<file path="src/rtl/cl_mem_order_ctrl.sv">
// Memory-ordering sequencer beside the ID stage.
// Tracks outstanding remote requests and the lr.aq reservation, and raises a
// single stall that holds the ID instruction until its ordering constraint is met.
// Optional stall statistics counter: define CL_MEM_ORDER_STATS_EN to build it.
module cl_mem_order_ctrl #(
  parameter int unsigned max_out_p    = 16,
  parameter int unsigned cnt_width_lp = $clog2(max_out_p + 1)
) (
  input  logic                    clk_i,
  input  logic                    reset_i,
  input  logic                    id_valid_i,
  input  logic                    id_is_mem_op_i,
  input  logic                    id_is_fence_i,
  input  logic                    id_is_swap_aq_i,
  input  logic                    id_is_swap_rl_i,
  input  logic                    id_is_lr_acq_i,
  input  logic                    mem_issue_i,
  input  logic                    mem_resp_i,
  input  logic                    lr_break_i,
  output logic                    stall_o,
  output logic [cnt_width_lp-1:0] out_cnt_o,
  output logic                    reserved_o,
  output logic                    underflow_o,
  output logic [31:0]             stall_cycles_o
);

  typedef enum logic [1:0] {StIdle, StDrain, StAqHold, StLrHold} state_e;

  localparam logic [cnt_width_lp-1:0] MaxCnt = cnt_width_lp'(max_out_p);

  state_e                  state_q, state_d;
  logic [cnt_width_lp-1:0] cnt_q, cnt_d;
  logic                    reserved_q, reserved_d;
  logic                    underflow_q, underflow_d;
  logic                    aq_seen_q, aq_seen_d;
  logic                    stall;
  logic                    cnt_zero, cnt_full;
  logic                    id_mem, id_order, credit_stall;

  assign cnt_zero = (cnt_q == '0);
  assign cnt_full = (cnt_q == MaxCnt);
  // AMO/LR flags imply a memory access even if the decoder leaves mem_op low.
  assign id_mem   = id_is_mem_op_i | id_is_swap_aq_i | id_is_swap_rl_i | id_is_lr_acq_i;
  assign id_order = id_is_fence_i | id_is_swap_rl_i;
  assign credit_stall = id_valid_i & id_mem & cnt_full;

  // Stall generation and FSM next state; depends only on ID flags and registered state.
  always_comb begin
    state_d    = state_q;
    stall      = 1'b0;
    aq_seen_d  = aq_seen_q;
    reserved_d = reserved_q;
    if (lr_break_i) reserved_d = 1'b0;
    unique case (state_q)
      StIdle: begin
        if (id_valid_i & id_order & ~cnt_zero) begin
          stall   = 1'b1;
          state_d = StDrain;
        end else if (credit_stall) begin
          stall = 1'b1;
        end else if (id_valid_i & id_is_swap_aq_i) begin
          state_d   = StAqHold;
          aq_seen_d = 1'b0;
        end else if (id_valid_i & id_is_lr_acq_i) begin
          state_d    = StLrHold;
          reserved_d = 1'b1;
        end
      end
      StDrain: begin
        stall = 1'b1;
        if (cnt_zero) state_d = StIdle;
      end
      StAqHold: begin
        stall     = (id_valid_i & (id_mem | id_is_fence_i)) | credit_stall;
        // Skip the entry cycle so the swap's own request is visible in the count.
        aq_seen_d = 1'b1;
        if (aq_seen_q & cnt_zero) state_d = StIdle;
      end
      StLrHold: begin
        stall = (id_valid_i & id_mem) | credit_stall;
        if (lr_break_i) state_d = StIdle;
      end
      default: state_d = StIdle;
    endcase
  end

  // Outstanding-request counter and sticky underflow flag.
  always_comb begin
    cnt_d       = cnt_q;
    underflow_d = underflow_q;
    if (mem_issue_i & ~mem_resp_i) begin
      if (!cnt_full) cnt_d = cnt_q + cnt_width_lp'(1);
    end else if (mem_resp_i & ~mem_issue_i) begin
      if (cnt_zero) underflow_d = 1'b1;
      else          cnt_d = cnt_q - cnt_width_lp'(1);
    end
  end

  // State registers with asynchronous reset.
  always_ff @(posedge clk_i or posedge reset_i) begin
    if (reset_i) begin
      state_q     <= StIdle;
      cnt_q       <= '0;
      reserved_q  <= 1'b0;
      underflow_q <= 1'b0;
      aq_seen_q   <= 1'b0;
    end else begin
      state_q     <= state_d;
      cnt_q       <= cnt_d;
      reserved_q  <= reserved_d;
      underflow_q <= underflow_d;
      aq_seen_q   <= aq_seen_d;
    end
  end

  assign stall_o     = stall;
  assign out_cnt_o   = cnt_q;
  assign reserved_o  = reserved_q;
  assign underflow_o = underflow_q;

`ifdef CL_MEM_ORDER_STATS_EN
  logic [31:0] stall_cycles_q, stall_cycles_d;

  // Saturating count of cycles where a valid ID instruction is held.
  always_comb begin
    stall_cycles_d = stall_cycles_q;
    if (id_valid_i & stall & ~(&stall_cycles_q)) stall_cycles_d = stall_cycles_q + 32'd1;
  end

  // Statistics register.
  always_ff @(posedge clk_i or posedge reset_i) begin
    if (reset_i) stall_cycles_q <= '0;
    else         stall_cycles_q <= stall_cycles_d;
  end

  assign stall_cycles_o = stall_cycles_q;
`else
  assign stall_cycles_o = '0;
`endif

endmodule

</file>
<file path="config.mk">
export PLATFORM = sky130hd
export DESIGN_NAME = cl_mem_order_ctrl
export DESIGN_NICKNAME = d
export VERILOG_FILES = /design/src/rtl/cl_mem_order_ctrl.sv
export SDC_FILE = /design/constraint.sdc
export NUM_CORES = 1
export LEC_CHECK = 0
export ABC_AREA = 1
export BUFFER_PORTS_ARGS = -buffer_cell sky130_fd_sc_hd__buf_2
export CORE_UTILIZATION = 40
export CTS_BUF_LIST = sky130_fd_sc_hd__clkbuf_2
export DETAILED_ROUTE_END_ITERATION = 6
export PLACE_DENSITY = 0.74
export SETUP_SLACK_MARGIN = 0.2
export SLEW_MARGIN = 20
export SYNTH_ARGS = -nofsm -noshare
export SYNTH_HDL_FRONTEND = slang
export SYNTH_SLANG_ARGS = --single-unit
</file>
<file path="constraint.sdc">
create_clock -name clk_i -period 3.3 [get_ports clk_i]
set_input_delay 0.165 -clock clk_i [delete_from_list [all_inputs] [get_ports clk_i]]
set_output_delay 0.165 -clock clk_i [all_outputs]
set_load 0.01 [all_outputs]
</file>
==> results.md, run 1 <==
Placement:
- The final RePlAce weighted congestion is 0.860.
- The instance area after placement is 1030 um^2.
- Input and output buffers added on the ports amount to 18.
- Summed over all nets, the half-perimeter wirelength after detailed placement is 1440 um.

Drt:
- The wire length per cell is 8.85 um.
- The total iterations of the first detailed-routing run is 4.
- In the routed layout, each cell is associated on average with a via count of 4.13.
- Summed over all layers, the routed wires come to 1730 um.
- The final routed DRC violation total is 0.
- Detailed routing inserted a total of 806 vias.
- The detailed router finished its first iteration with 18 violations.
- In this run the remaining antenna-violating nets after routing total 0.

Clock network:
- CTS built an H-tree with a depth of 1.
- The number of CTS-inserted buffers is 3.
- CTS saw 10 sinks.
- The count of instances resized after the clock tree is built is 0.
- TritonCTS built the clock tree.
- The post-CTS setup buffer count is 0.
- After clock tree synthesis, the flow added hold-fix buffers numbering 1.
- The clock passes through at most 2 buffers.
- The clock input transition at the sequential cells of the worst setup and hold paths is 100 ps.
- The library cell used as clock root buffer is sky130_fd_sc_hd__clkbuf_2.
- For the worst-skew pair, the clock arrives at the later sink with an insertion delay of 260 ps.

Critical path:
- For the worst setup path, the data required time is 3130 ps.
- The critical path startpoint category is a flip-flop.
- The internal reg-to-reg setup slack is 1650 ps.
- The largest driver fanout on the critical path is 5.
- STA classifies the critical path endpoint as an output pin.
- For this design, the slowest cell found on the critical path is sky130_fd_sc_hd__dfrtp_1.
- The total buffers and inverters traversed by the critical path is 1.
- The critical path data arrival time is 1490 ps.
- The worst register-to-register path begins at out_cnt_o[0].
- The number of stages on the worst setup path is 6.
- The endpoint identified for the worst register-to-register timing path is out_cnt_o[4].
- In this design, the stage delay of the slowest critical-path cell is 460 ps.
- The capture point of the critical path is stall_o.
- The critical path is of the flip-flop to output pin type.
- The worst reg-to-reg path cell count is 8.
- Walking the worst path, the cells encountered are nor2_4 > nand3_2 > nor2_2 > nor2_1 > o211ai_1 > buf_2.
- The launch point of the critical path is out_cnt_o[0].
- The family with the most delay on the worst path is simple AND/OR/NAND/NOR gates.

Floorplanning:
- 51 I/O pins were placed.
- Once the floorplan was initialized, standard cells occupied 42.0% of the core.
- Row generation in the floorplan step produced 18 rows.
- The overall die height is 52.8 um.
- The width of the chip is 52.8 um.
- The area enclosed by the die boundary is 2780 um^2.
- The core region area is 2450 um^2.

Power:
- The total power is 0.797 mW.
- Sequential cells account for 31.4% of the total power.
- Internal power comes to 0.392 mW.
- The clock power share is 8.9%.
- The power spent charging and discharging nets is 0.405 mW.
- The power share of the combinational group is 59.7%.
- The switching share of power is 50.8%.
- The worst IR drop on VDD is 0.342 mV.
- Power spread over the standard cell area amounts to 749 nW/um^2.
- In this run the static leakage power is 0.635 nW.

Yosys:
- The mean instance size in the synthesized netlist is 7.21 um^2.
- After Yosys synthesis, and, or, nand and nor cells account for 29.2% of the synthesized area.
- The adder-cell share of the synthesized area is 5.58%.
- Sorting the synthesized cells by area gives the leading types as sky130_fd_sc_hd__dfrtp_1 24%, sky130_fd_sc_hd__buf_4 23%, sky130_fd_sc_hd__nand2_1 12%.
- Of the post-synthesis cell area, the dominant cell type holds 24.3%.
- Multiplexer cells account for 0% of the synthesized area.
- Summing the sequential cell areas from Yosys gives 24.3% of the chip area.
- The synthesized netlist devotes 6.67% of its cell area to compound gates.
- The synthesized cell area is 1030 um^2.
- After synthesis, the largest family of logic cells by area is buffers and inverters.
- The cell taking the most area after synthesis is sky130_fd_sc_hd__dfrtp_1.
- Yosys printed 0 warnings.
- Summing the areas of all xor and xnor instances in the mapped netlist gives 3.40% of the synthesized area.
- The synthesized netlist cell count is 143.
- In this run, synthesis produced a sequential element count of 10.
- Yosys mapped the design onto 26 distinct sky130hd cell types.

STA:
- The share of the clock period used by the worst path after layout is 50.1%.
- Across the routed clock network, the largest skew measured is 3.20 ps.
- The max-slew violation count is 0.
- The final hold slack is 98.8 ps.
- Setup repair after global routing left no endpoint under its margin.
- The minimum period implied by the final worst setup slack is 1650 ps.
- Static timing analysis puts the maximum clock frequency at 605 MHz.
- Adding up every negative setup slack in the final design gives 0 ps.
- Setup violations remaining at the end of the flow were counted as 0.
- The final number of hold-violating endpoints is 0.

Global route:
- The sum of overflow across all layers after global routing is 0.
- The first global-routing pass estimated 2720 um of wire.
- The global router's overall resource usage is 14.1%.
- The via count of the first global-routing pass is 592.
- The largest net degree at the start of global routing is 11.
- The number of antenna violations at the first check in global routing was 0.

Final layout:
- The number of filler instances in the final layout is 270.
- With fillers left out, the area of the finished cells amounts to 1060 um^2.
- The sequential cells in the finished layout cover a total of 250 um^2.
- The utilization after layout is 43.3%.
- In the final layout, the multi-input gates occupy 583 um^2.
- The top cell types in the final layout, fill and taps aside, are 32 x sky130_fd_sc_hd__nand2_1, 32 x sky130_fd_sc_hd__conb_1, 18 x sky130_fd_sc_hd__buf_2.
- The net total in the final layout is 181.
- From synthesis to final layout, the design area changed by 3.16%.
- The repair_antennas step left the layout with diodes totalling 0.
- The share of final-layout standard cells stronger than drive strength 1 is 21.8%.

Worst hold path:
- The path class of the lowest-slack min-delay path is input pin to flip-flop.

Job:
- The tool flagged a number of max-cap violations equal to 0.

Run status:
- The run finished with clean final reports.
==> how the worst min path moves through the flow <==
stage,start,to,slack [ps],cells after the start
final,mem_issue_i,underflow_o,100,2
after detailed placement,reset_i,out_cnt_o[1],160,2
after CTS,mem_issue_i,underflow_o,90,2
after global placement,reset_i,aq_seen_q,170,2
after floorplan,reset_i,aq_seen_q,5,1
after global routing,mem_issue_i,underflow_o,80,2
==> synth_stat cells, drive strengths merged <==
library cell   n
a21boi         1
a21o           1
a21oi          1
buf           32
conb           1
dfrtp         10
fa             1
ha             3
inv           19
nand2         35
nand3          9
nand4          3
nor2          15
o211ai         1
o21ai          6
o31ai          1
xnor2          1
xor2           3
==> cell families (layout without fill, tap and decap cells) <==
group,count (synthesis),in the layout
buffers and inverters,51,42
xor gates and xnor gates,4,4
AOI/OAI and AO/OA,11,11
adders and majority gates,4,4
and+or+nand+nor,62,62
DFF,10,10
other,1,32
==> stage by stage <==
stage	setup WS, ps	std cells
5_1_grt	1520	195
2_1_floorplan	1700	174
6_report	1650	195
4_1_cts	1620	195
3_3_place_gp	1710	190
3_5_place_dp	1660	190
==> area by class of cell <==
cell class / count / share of cell area [%]
Multi-Input combinational cell: 113 / 54.8
Clock inverter: 1 / 0.353
Tap cell: 30 / 3.53
Sequential cell: 10 / 23.5
Timing Repair Buffer: 19 / 9.41
Inverter: 19 / 6.94
Clock buffer: 3 / 1.41
==> sequential cells by signal, summed over array words and instances (netlist names) <==
name,flops
reserved_o,1
out_cnt_o,5
aq_seen_q,1
underflow_o,1
state_q,2
==> power groups by stage <==
stage / clock, mW / combinational, mW / sequential [mW]
after floorplan: 0 / 0.380 / 0.254
after global placement: 0 / 0.465 / 0.251
after detailed placement: 0 / 0.476 / 0.253
after CTS: 0.0740 / 0.477 / 0.251
after global routing: 0.0833 / 0.545 / 0.259
final: 0.0712 / 0.475 / 0.250
==> layer usage <==
layer | wire length (um) | up-vias | track usage (%)
li1 | - | 424 | -
met1 | 836 | 350 | 19.2
met2 | 789 | 27 | 21.1
met3 | 71 | 5 | 3.48
met4 | 28 | 0 | 5.26
met5 | 0 | - | 0
(Power assumes the default switching activity.)
==> run 2, diff against run 1 <==
- PLACE_DENSITY: 0.74 -> 0.77
- clock period: 3.3 -> 1.5 ns (I/O delays scaled with it)
==> run 2 against run 1 <==
Effect of this change: flip-flop and latch count stayed put; register-to-register slack lost 1600 ps; combinational power grew to 3.3 times the previous value; first-iteration DRC count grew 72%; total power rose to 2.8 times the previous value; cell count is 7.2% higher.
==> results.md, run 2 (synthesis gave the netlist of run 1 again) <==
Run status:
- Status: finished, final reports clean (unchanged).

Clock network:
- The clock tree from TritonCTS is yes (unchanged).
- The number of CTS-inserted buffers came to 3 (unchanged).
- The worst-skew pair later-pin latency is 240 ps (was 260 ps).
- The H-tree depth is 1 (unchanged).
- The clock input transition at the sequential cells of the worst setup and hold paths is 100 ps (about the same).
- The count of clock tree sinks was 10 (unchanged).
- The library cell used as clock root buffer is sky130_fd_sc_hd__clkbuf_2 (unchanged).
- The maximum buffer depth of the clock tree was 2 (unchanged).

Critical path:
- The cell that appears most often on the critical path is sky130_fd_sc_hd__nand2_1.
- The critical path start-end classification was flip-flop to flip-flop (was flip-flop to output pin).
- The start of the worst register-to-register path is out_cnt_o[1] (was out_cnt_o[0]).
- Crit path cell chain: buf_6 > inv_4 > fa_2 > o21ai_2 > a21oi_1 > nand2_1 > nand2_1 > nand2_1 > nand2_1 (was nor2_4 > nand3_2 > nor2_2 > nor2_1 > o211ai_1 > buf_2).
- The worst reg-to-reg path cell count is 9 (was 8).
- The kind of end point of the critical path is a flip-flop (was output pin).
- The total buffers and inverters traversed by the critical path is 2 (was 1).
- The required time of the critical path is 1650 ps (was 3130 ps).
- The worst stage delay on the critical path is 420 ps (was 460 ps).
- The largest driver fanout on the critical path came to 3 (was 5).
- The critical path startpoint category is a flip-flop (unchanged).
- The launch point of the critical path was out_cnt_o[1] (was out_cnt_o[0]).
- The critical path data arrival time is 1620 ps (was 1490 ps).
- The family with the most delay on the worst path is flip-flops (was simple AND/OR/NAND/NOR gates).
- The number of stages on the worst setup path is 9 (was 6).
- The slowest cell on the critical path is sky130_fd_sc_hd__dfrtp_2 (was sky130_fd_sc_hd__dfrtp_1).

Worst hold path:
- The cell depth of the worst hold path came to 2 (unchanged).
- The path class of the lowest-slack min-delay path is input pin to flip-flop (unchanged).
- The worst min-delay path startpoint is mem_issue_i (unchanged).

STA:
- The clock period could shrink to 1480 ps.
- The worst-case clock skew is 3.49 ps (was 3.20 ps).
- Setup repair after global routing missed its margin: yes (was no).
- The final number of hold-violating endpoints was 0 (unchanged).
- The final critical path takes up 98.6% of the cycle.
- Based on the critical path, the design can be clocked at up to 676 MHz.
- The final-report setup violation count was 0 (unchanged).
- The max-slew violation count was 0 (unchanged).

Floorplanning:
- The width of the chip is 52.8 um (unchanged).
- The number of placement rows is 18 (unchanged).
- The core region area came to 2450 um^2 (unchanged).
- The area enclosed by the die boundary is 2780 um^2 (unchanged).
- The starting utilization of the core area is 42.0% (unchanged).
- The overall die height is 52.8 um (unchanged).
- The number of top-level design ports was 51 (unchanged).

Drt:
- The total iterations of the first detailed-routing run was 4 (unchanged).
- The number of DRC markers in iteration 0 is 31 (was 18).
- The via density per instance is 4.37 (was 4.13).
- The final routed DRC violation total is 0 (unchanged).
- The total vias in the final route is 914 (was 806).
- The wire length per cell is 10.3 um (was 8.85 um).
- The total detailed-routing wirelength is 2160 um (was 1730 um).
- The number of antenna-violating nets in the routed design was 0 (unchanged).

Global route:
- The via count of the first global-routing pass is 719 (was 592).
- The first-pass GRT wire length is 2870 um (was 2720 um).
- The number of antenna violations at the first check in global routing is 0 (unchanged).
- The sum of overflow across all layers after global routing is 0 (unchanged).
- The global router's overall resource usage was 14.2% (was 14.1%).
- The largest net degree at the start of global routing is 11 (unchanged).

Final layout:
- Commonest cells after routing, fill and taps aside: 32 x sky130_fd_sc_hd__conb_1, 29 x sky130_fd_sc_hd__nand2_1, 18 x sky130_fd_sc_hd__buf_2 (was 32 x sky130_fd_sc_hd__nand2_1, 32 x sky130_fd_sc_hd__conb_1, 18 x sky130_fd_sc_hd__buf_2).
- The net total in the final layout was 195 (was 181).
- The post-layout instance area was 1280 um^2 (was 1060 um^2).
- The number of standard cells in the layout, taps in and fillers out is 209 (was 195).
- The flip-flop count of the largest register, all copies and words added came to 5 (unchanged).
- The area growth from synthesis to final layout came to 23.9% (was 3.16%).
- The share of final-layout standard cells stronger than drive strength 1 is 39.1% (was 21.8%).
- The count of antenna diodes in the layout is 0 (unchanged).
- The utilization after layout is 52.0% (was 43.3%).
- The commonest non-fill, non-tap cell in the layout is sky130_fd_sc_hd__conb_1.

Placement:
- The instance area after placement is 1060 um^2 (was 1030 um^2).
- The post-detailed-placement half-perimeter wirelength was 1370 um (was 1440 um).
- The post-placement cell count was 191 (was 190).
- The final RePlAce weighted congestion is 0.777 (was 0.860).
- The port buffer count is 18 (unchanged).

Job:
- The max-capacitance violation count is 0 (unchanged).

Power:
- The power density over the cells is 1770 nW/um^2 (was 749 nW/um^2).
- The static leakage power is 0.716 nW (was 0.635 nW).
- The worst IR drop on VDD is 1.19 mV (was 0.342 mV).
-- run 2: cell count changes in the layout (fill, tap and decap cells not counted), moves of 2 or more --
| cell | change |
|---|---|
| sky130_fd_sc_hd__buf_4 | +10 |
| sky130_fd_sc_hd__buf_6 | +4 |
| sky130_fd_sc_hd__dfrtp_1 | -6 |
| sky130_fd_sc_hd__dfrtp_2 | +6 |
| sky130_fd_sc_hd__ha_1 | -2 |
| sky130_fd_sc_hd__ha_4 | +2 |
| sky130_fd_sc_hd__inv_1 | -2 |
| sky130_fd_sc_hd__nand2_1 | -3 |
| sky130_fd_sc_hd__nand2_2 | +2 |
| sky130_fd_sc_hd__nand3_1 | -3 |
| sky130_fd_sc_hd__nand3_2 | +2 |
-- run 2: routing by layer --
metal  GRT usage, %  up-vias  part of all wire, %  wire (um)
li1               -      449                    -          -
met2           23.8       39                   48       1040
met5              0        -                    0          0
met4           5.26        0                  1.3         28
met3           3.48        4                  5.6        120
met1           17.2      422                   45        972
-- run 2: what timing repair did --
| action | 4_1_cts | 5_1_grt |
|---|---|---|
| hold buffers | 1 | 0 |
| setup endpoints to repair | 2 | 9 |
| hold endpoints to repair | 10 | 0 |
| pin swaps | 2 | 8 |
| buffers inserted | 4 | 9 |
| gates resized for setup | 2 | 20 |
-- run 2: final cells by class --
class	count	area (um^2)
repair buffers	33	220
clock inverters	1	3.75
multi-input cells	113	664
flip-flops and latches	10	258
inverters	19	78.8
well taps	30	37.5
clock buffers	3	15.0
fillers	222	1180
-- run 2: worst paths after layout --
kind	endpoint	slack [ps]
worst max-delay path	out_cnt_o[4]	20
worst min-delay path	underflow_o	30
worst max register to register	out_cnt_o[4]	20
worst min register to register	underflow_o	470
max in group asynchronous	state_q[1]	870
min in group asynchronous	aq_seen_q	340
-- run 2: through the flow --
stage	power (mW)	hold slack [ps]	TNS, ps	setup slack, ps
floorplan	1.45	-85.0	0	171
global placement	1.63	67.4	0	154
detailed placement	1.65	64.4	0	127
CTS	1.88	19.4	0	37.5
global route	2.46	14.1	-167	-87.2
finish	2.26	30.3	0	21.5
-- run 2: worst reg2reg max path: cells and delay by family (launching register included) --
family	cells	cell delay (ps)
fa+ha+maj	1	380
flops	1	420
buf+inv	2	170
compound gates	2	220
simple gates	4	200
-- run 2: power breakdown --
group	total [mW]	switching, mW	internal, mW
combinational	1.55	0.825	0.726
sequential	0.563	0.165	0.397
clock	0.148	0.0905	0.0579
total	2.26	1.08	1.18
==> run 3, diff against run 2 <==
- ABC_AREA: 1 -> 0
- PLACE_DENSITY: 0.77 -> 0.78
==> run 3 against run 2 <==
Effect of this change: the run now ends with setup timing left; cell area up 7.9%; sequential power increased by 3%; sequential share of layout area decreased by 1.7 points; critical path depth down 4; total power increased by 8.4%; clock power increased by 11%; clock skew rose by 5.5 ps; routed wire length grew 2.5%; via count down 8.3%; non-clock buffer count is 15 higher; critical path type is now flip-flop to output pin; largest cell class unchanged.
==> results.md, run 3 <==
Run status:
- The final reports fail on setup timing.
- Status: complete, but fails checks (was finished, final reports clean).

Critical path:
- The required time of the critical path is 1420 ps (was 1650 ps).
- The worst stage delay on the critical path came to 440 ps (was 420 ps).
- Crit path cell chain: nor4_4 > buf_6 > a31oi_4 > o32ai_2 > buf_2 (was buf_6 > inv_4 > fa_2 > o21ai_2 > a21oi_1 > nand2_1 > nand2_1 > nand2_1 > nand2_1).
- The critical path start-end classification is flip-flop to output pin (was flip-flop to flip-flop).
- The slowest cell on the critical path was sky130_fd_sc_hd__dfrtp_2 (unchanged).
- The kind of end point of the critical path is an output pin (was flip-flop).
- The family with the most delay on the worst path is flip-flops (unchanged).
- The total buffers and inverters traversed by the critical path is 2 (unchanged).
- The critical path startpoint category was a flip-flop (unchanged).
- The critical path data arrival time is 1680 ps (was 1620 ps).
- The largest driver fanout on the critical path is 4 (was 3).

Drt:
- The wire length per cell was 11.7 um (was 10.3 um).
- The total detailed-routing wirelength is 2210 um (was 2160 um).
- The via density per instance is 4.43 (was 4.37).
- The total vias in the final route is 838 (was 914).
- The number of DRC markers in iteration 0 is 15 (was 31).
- The total iterations of the first detailed-routing run is 4 (unchanged).
- The number of antenna-violating nets in the routed design was 0 (unchanged).
- The final routed DRC violation total came to 0 (unchanged).

Global route:
- The number of antenna violations at the first check in global routing is 0 (unchanged).
- The first-pass GRT wire length came to 3470 um (was 2870 um).
- The via count of the first global-routing pass is 777 (was 719).
- The global router's overall resource usage came to 17.6% (was 14.2%).
- The sum of overflow across all layers after global routing is 0 (unchanged).
- The largest net degree at the start of global routing is 11 (unchanged).

Yosys:
- The async set or reset register ratio after synthesis came to 100% (unchanged).
- The dominant synthesized flop cell is sky130_fd_sc_hd__dfrtp_1 (unchanged).
- The synthesized cell area is 975 um^2 (was 1030 um^2).
- Top cells by area in the synthesized netlist: sky130_fd_sc_hd__dfrtp_1 26%, sky130_fd_sc_hd__buf_4 25%, sky130_fd_sc_hd__ha_1 3.9% (was sky130_fd_sc_hd__dfrtp_1 24%, sky130_fd_sc_hd__buf_4 23%, sky130_fd_sc_hd__nand2_1 12%).
- The post-synthesis compound-gate area fraction came to 18.0% (was 6.67%).
- The adder-cell share of the synthesized area was 5.91% (was 5.58%).
- sky130_fd_sc_hd__buf_4 is the most common cell in the netlist.
- The sequential element share of the synthesized area was 25.7% (was 24.3%).
- The main combinational cell family by area after synthesis is buffers and inverters (unchanged).
- The mean instance size in the synthesized netlist is 8.78 um^2 (was 7.21 um^2).
- The number of synthesized flops with an enable pin is 0 (unchanged).
- The flop and latch count out of synthesis is 10 (unchanged).
- The area fraction in and, or, nand and nor cells after synthesis is 14.1% (was 29.2%).
- The number of distinct standard cells referenced by the synthesized netlist is 34 (was 26).
- The share of the synthesized area in the top cell type is 25.7% (was 24.3%).
- The synthesized netlist cell count is 111 (was 143).
- Top cell types by occurrence after synthesis: 32 x sky130_fd_sc_hd__buf_4, 10 x sky130_fd_sc_hd__dfrtp_1, 8 x sky130_fd_sc_hd__inv_1, 7 x sky130_fd_sc_hd__nor2_1, 6 x sky130_fd_sc_hd__a21oi_1 (was 32 x sky130_fd_sc_hd__buf_4, 32 x sky130_fd_sc_hd__nand2_1, 17 x sky130_fd_sc_hd__inv_1, 10 x sky130_fd_sc_hd__dfrtp_1, 10 x sky130_fd_sc_hd__nor2_1).
- The share of cell area taken by muxes after synthesis is 5.13% (was 0%).
- The synthesized-area fraction occupied by xor and xnor cells is 2.70% (was 3.40%).
- The number of warning messages in the yosys log came to 0 (unchanged).
- The cell taking the most area after synthesis is sky130_fd_sc_hd__dfrtp_1 (unchanged).

STA:
- The final-report setup violation count is 11 (was 0).
- In this run the tightest slew margin relative to its limit is 57.4%.
- The maximum clock rate is 571 MHz (was 676 MHz).
- The worst-case clock skew was 9.01 ps (was 3.49 ps).
- The worst-case setup margin in the final layout is -251 ps (was 21.5 ps).
- For the pin with the worst max-slew slack, the measured transition is 633 ps.
- The final number of hold-violating endpoints was 0 (unchanged).
- The final hold slack is 118 ps (was 30.3 ps).
- The share of the clock period used by the worst path after layout is 117% (was 98.6%).
- The minimum period implied by the final worst setup slack is 1750 ps (was 1480 ps).
- The max-slew violation count is 0 (unchanged).
- Setup repair after global routing missed its margin: yes (unchanged).

Floorplanning:
- The number of top-level design ports is 51 (unchanged).
- The starting utilization of the core area is 43.2% (was 42.0%).
- The area enclosed by the die boundary was 2640 um^2 (was 2780 um^2).
- The core region area is 2250 um^2 (was 2450 um^2).
- The number of placement rows was 17 (was 18).
- The overall die height is 51.4 um (was 52.8 um).
- The width of the chip is 51.4 um (was 52.8 um).

Placement:
- The post-detailed-placement half-perimeter wirelength is 1510 um (was 1370 um).
- The port buffer count came to 18 (unchanged).
- The final RePlAce weighted congestion was 0.847 (was 0.777).
- The post-placement cell count is 171 (was 191).

Power:
- The total power was 2.45 mW (was 2.26 mW).
- The worst IR drop on VDD was 1.35 mV (was 1.19 mV).
- The power density over the cells came to 1780 nW/um^2 (was 1770 nW/um^2).
- The static leakage power is 0.712 nW (was 0.716 nW).

Clock network:
- The count of clock tree sinks came to 10 (unchanged).
- The maximum buffer depth of the clock tree came to 2 (unchanged).
- The number of CTS-inserted buffers is 3 (unchanged).
- The clock tree from TritonCTS is yes (unchanged).
- The clock input transition at the sequential cells of the worst setup and hold paths is 110 ps (was 100 ps).
- The library cell used as clock root buffer is sky130_fd_sc_hd__clkbuf_2 (unchanged).
- The H-tree depth is 1 (unchanged).
- The worst-skew pair later-pin latency is 250 ps (was 240 ps).

Final layout:
- The share of final-layout standard cells stronger than drive strength 1 came to 50.3% (was 39.1%).
- The area growth from synthesis to final layout was 41.5% (was 23.9%).
- The net total in the final layout is 177 (was 195).
- The flip-flop count of the largest register, all copies and words added was 5 (unchanged).
- The count of antenna diodes in the layout is 0 (unchanged).
- Commonest cells after routing, fill and taps aside: 32 x sky130_fd_sc_hd__conb_1, 19 x sky130_fd_sc_hd__buf_4, 18 x sky130_fd_sc_hd__buf_2 (was 32 x sky130_fd_sc_hd__conb_1, 29 x sky130_fd_sc_hd__nand2_1, 18 x sky130_fd_sc_hd__buf_2).
- The commonest non-fill, non-tap cell in the layout is sky130_fd_sc_hd__conb_1 (unchanged).
- The number of standard cells in the layout, taps in and fillers out is 189 (was 209).
- The utilization after layout is 61.2% (was 52.0%).

Job:
- The max-capacitance violation count is 0 (unchanged).

Worst hold path:
- The path class of the lowest-slack min-delay path is input pin to flip-flop (unchanged).
-- run 3: worst register-to-register path, delay by kind of cell (launching register included) --
family	cells	cell delay, ps
AO/OA/AOI/OAI	2	420
buffers and inverters	3	370
flip-flops	1	440
AND/OR/NAND/NOR	2	390
-- run 3: routing by layer --
metal  GRT usage [%]  share of wire [%]
met1            19.9                 39
met2            34.0                 56
met3            4.46                4.3
met4            1.35                  0
met5               0                  0
-- run 3: final timing paths --
check                        startpoint      endpoint  slack (ps)  cells after the start
max                        out_cnt_o[1]       stall_o        -250                      5
min                          mem_resp_i  out_cnt_o[4]         120                      3
max reg2reg                out_cnt_o[1]    reserved_o        -230                      7
min reg2reg                 underflow_o   underflow_o         460                      1
max in group asynchronous       reset_i  out_cnt_o[0]         840                      3
min in group asynchronous       reset_i   underflow_o         350                      3
-- run 3: repair_timing --
item / CTS / global route
setup buffers: 9 / 4
gates cloned: 0 / 0
gates resized for setup: 20 / 8
endpoints found under the setup margin: 11 / 11
pin swaps: 12 / 6
endpoints found under the hold margin: 10 / 0
hold buffers: 1 / 0
-- run 3: report_power, final --
group / switching (mW) / total (mW) / internal (mW)
registers: 0.174 / 0.581 / 0.407
logic: 0.760 / 1.71 / 0.947
clock network: 0.0932 / 0.164 / 0.0708
total: 1.03 / 2.45 / 1.42
-- run 3: per-stage QoR --
step	cell area [um^2]	setup TNS [ps]	setup WS [ps]
global route	1380	-2740	-362
global placement	1110	-458	-123
floorplan	1110	-372	-131
finish	1380	-1870	-251
detailed placement	1110	-824	-149
CTS	1320	-1270	-273
-- run 3: final cells by class --
cell class,count,area [um^2]
clock buffer,4,20.0
fill,207,876
inverter,8,30.0
multi-input combinational,91,683
sequential,10,255
tap,28,35.0
timing repair buffer,48,355
-- run 3: cell families after synthesis --
group / count (synthesis)
muxes: 4
other: 1
DFF: 10
and+or+nand+nor: 23
AOI/OAI and AO/OA: 25
buffers and inverters: 41
adders and majority gates: 4
xor gates and xnor gates: 3
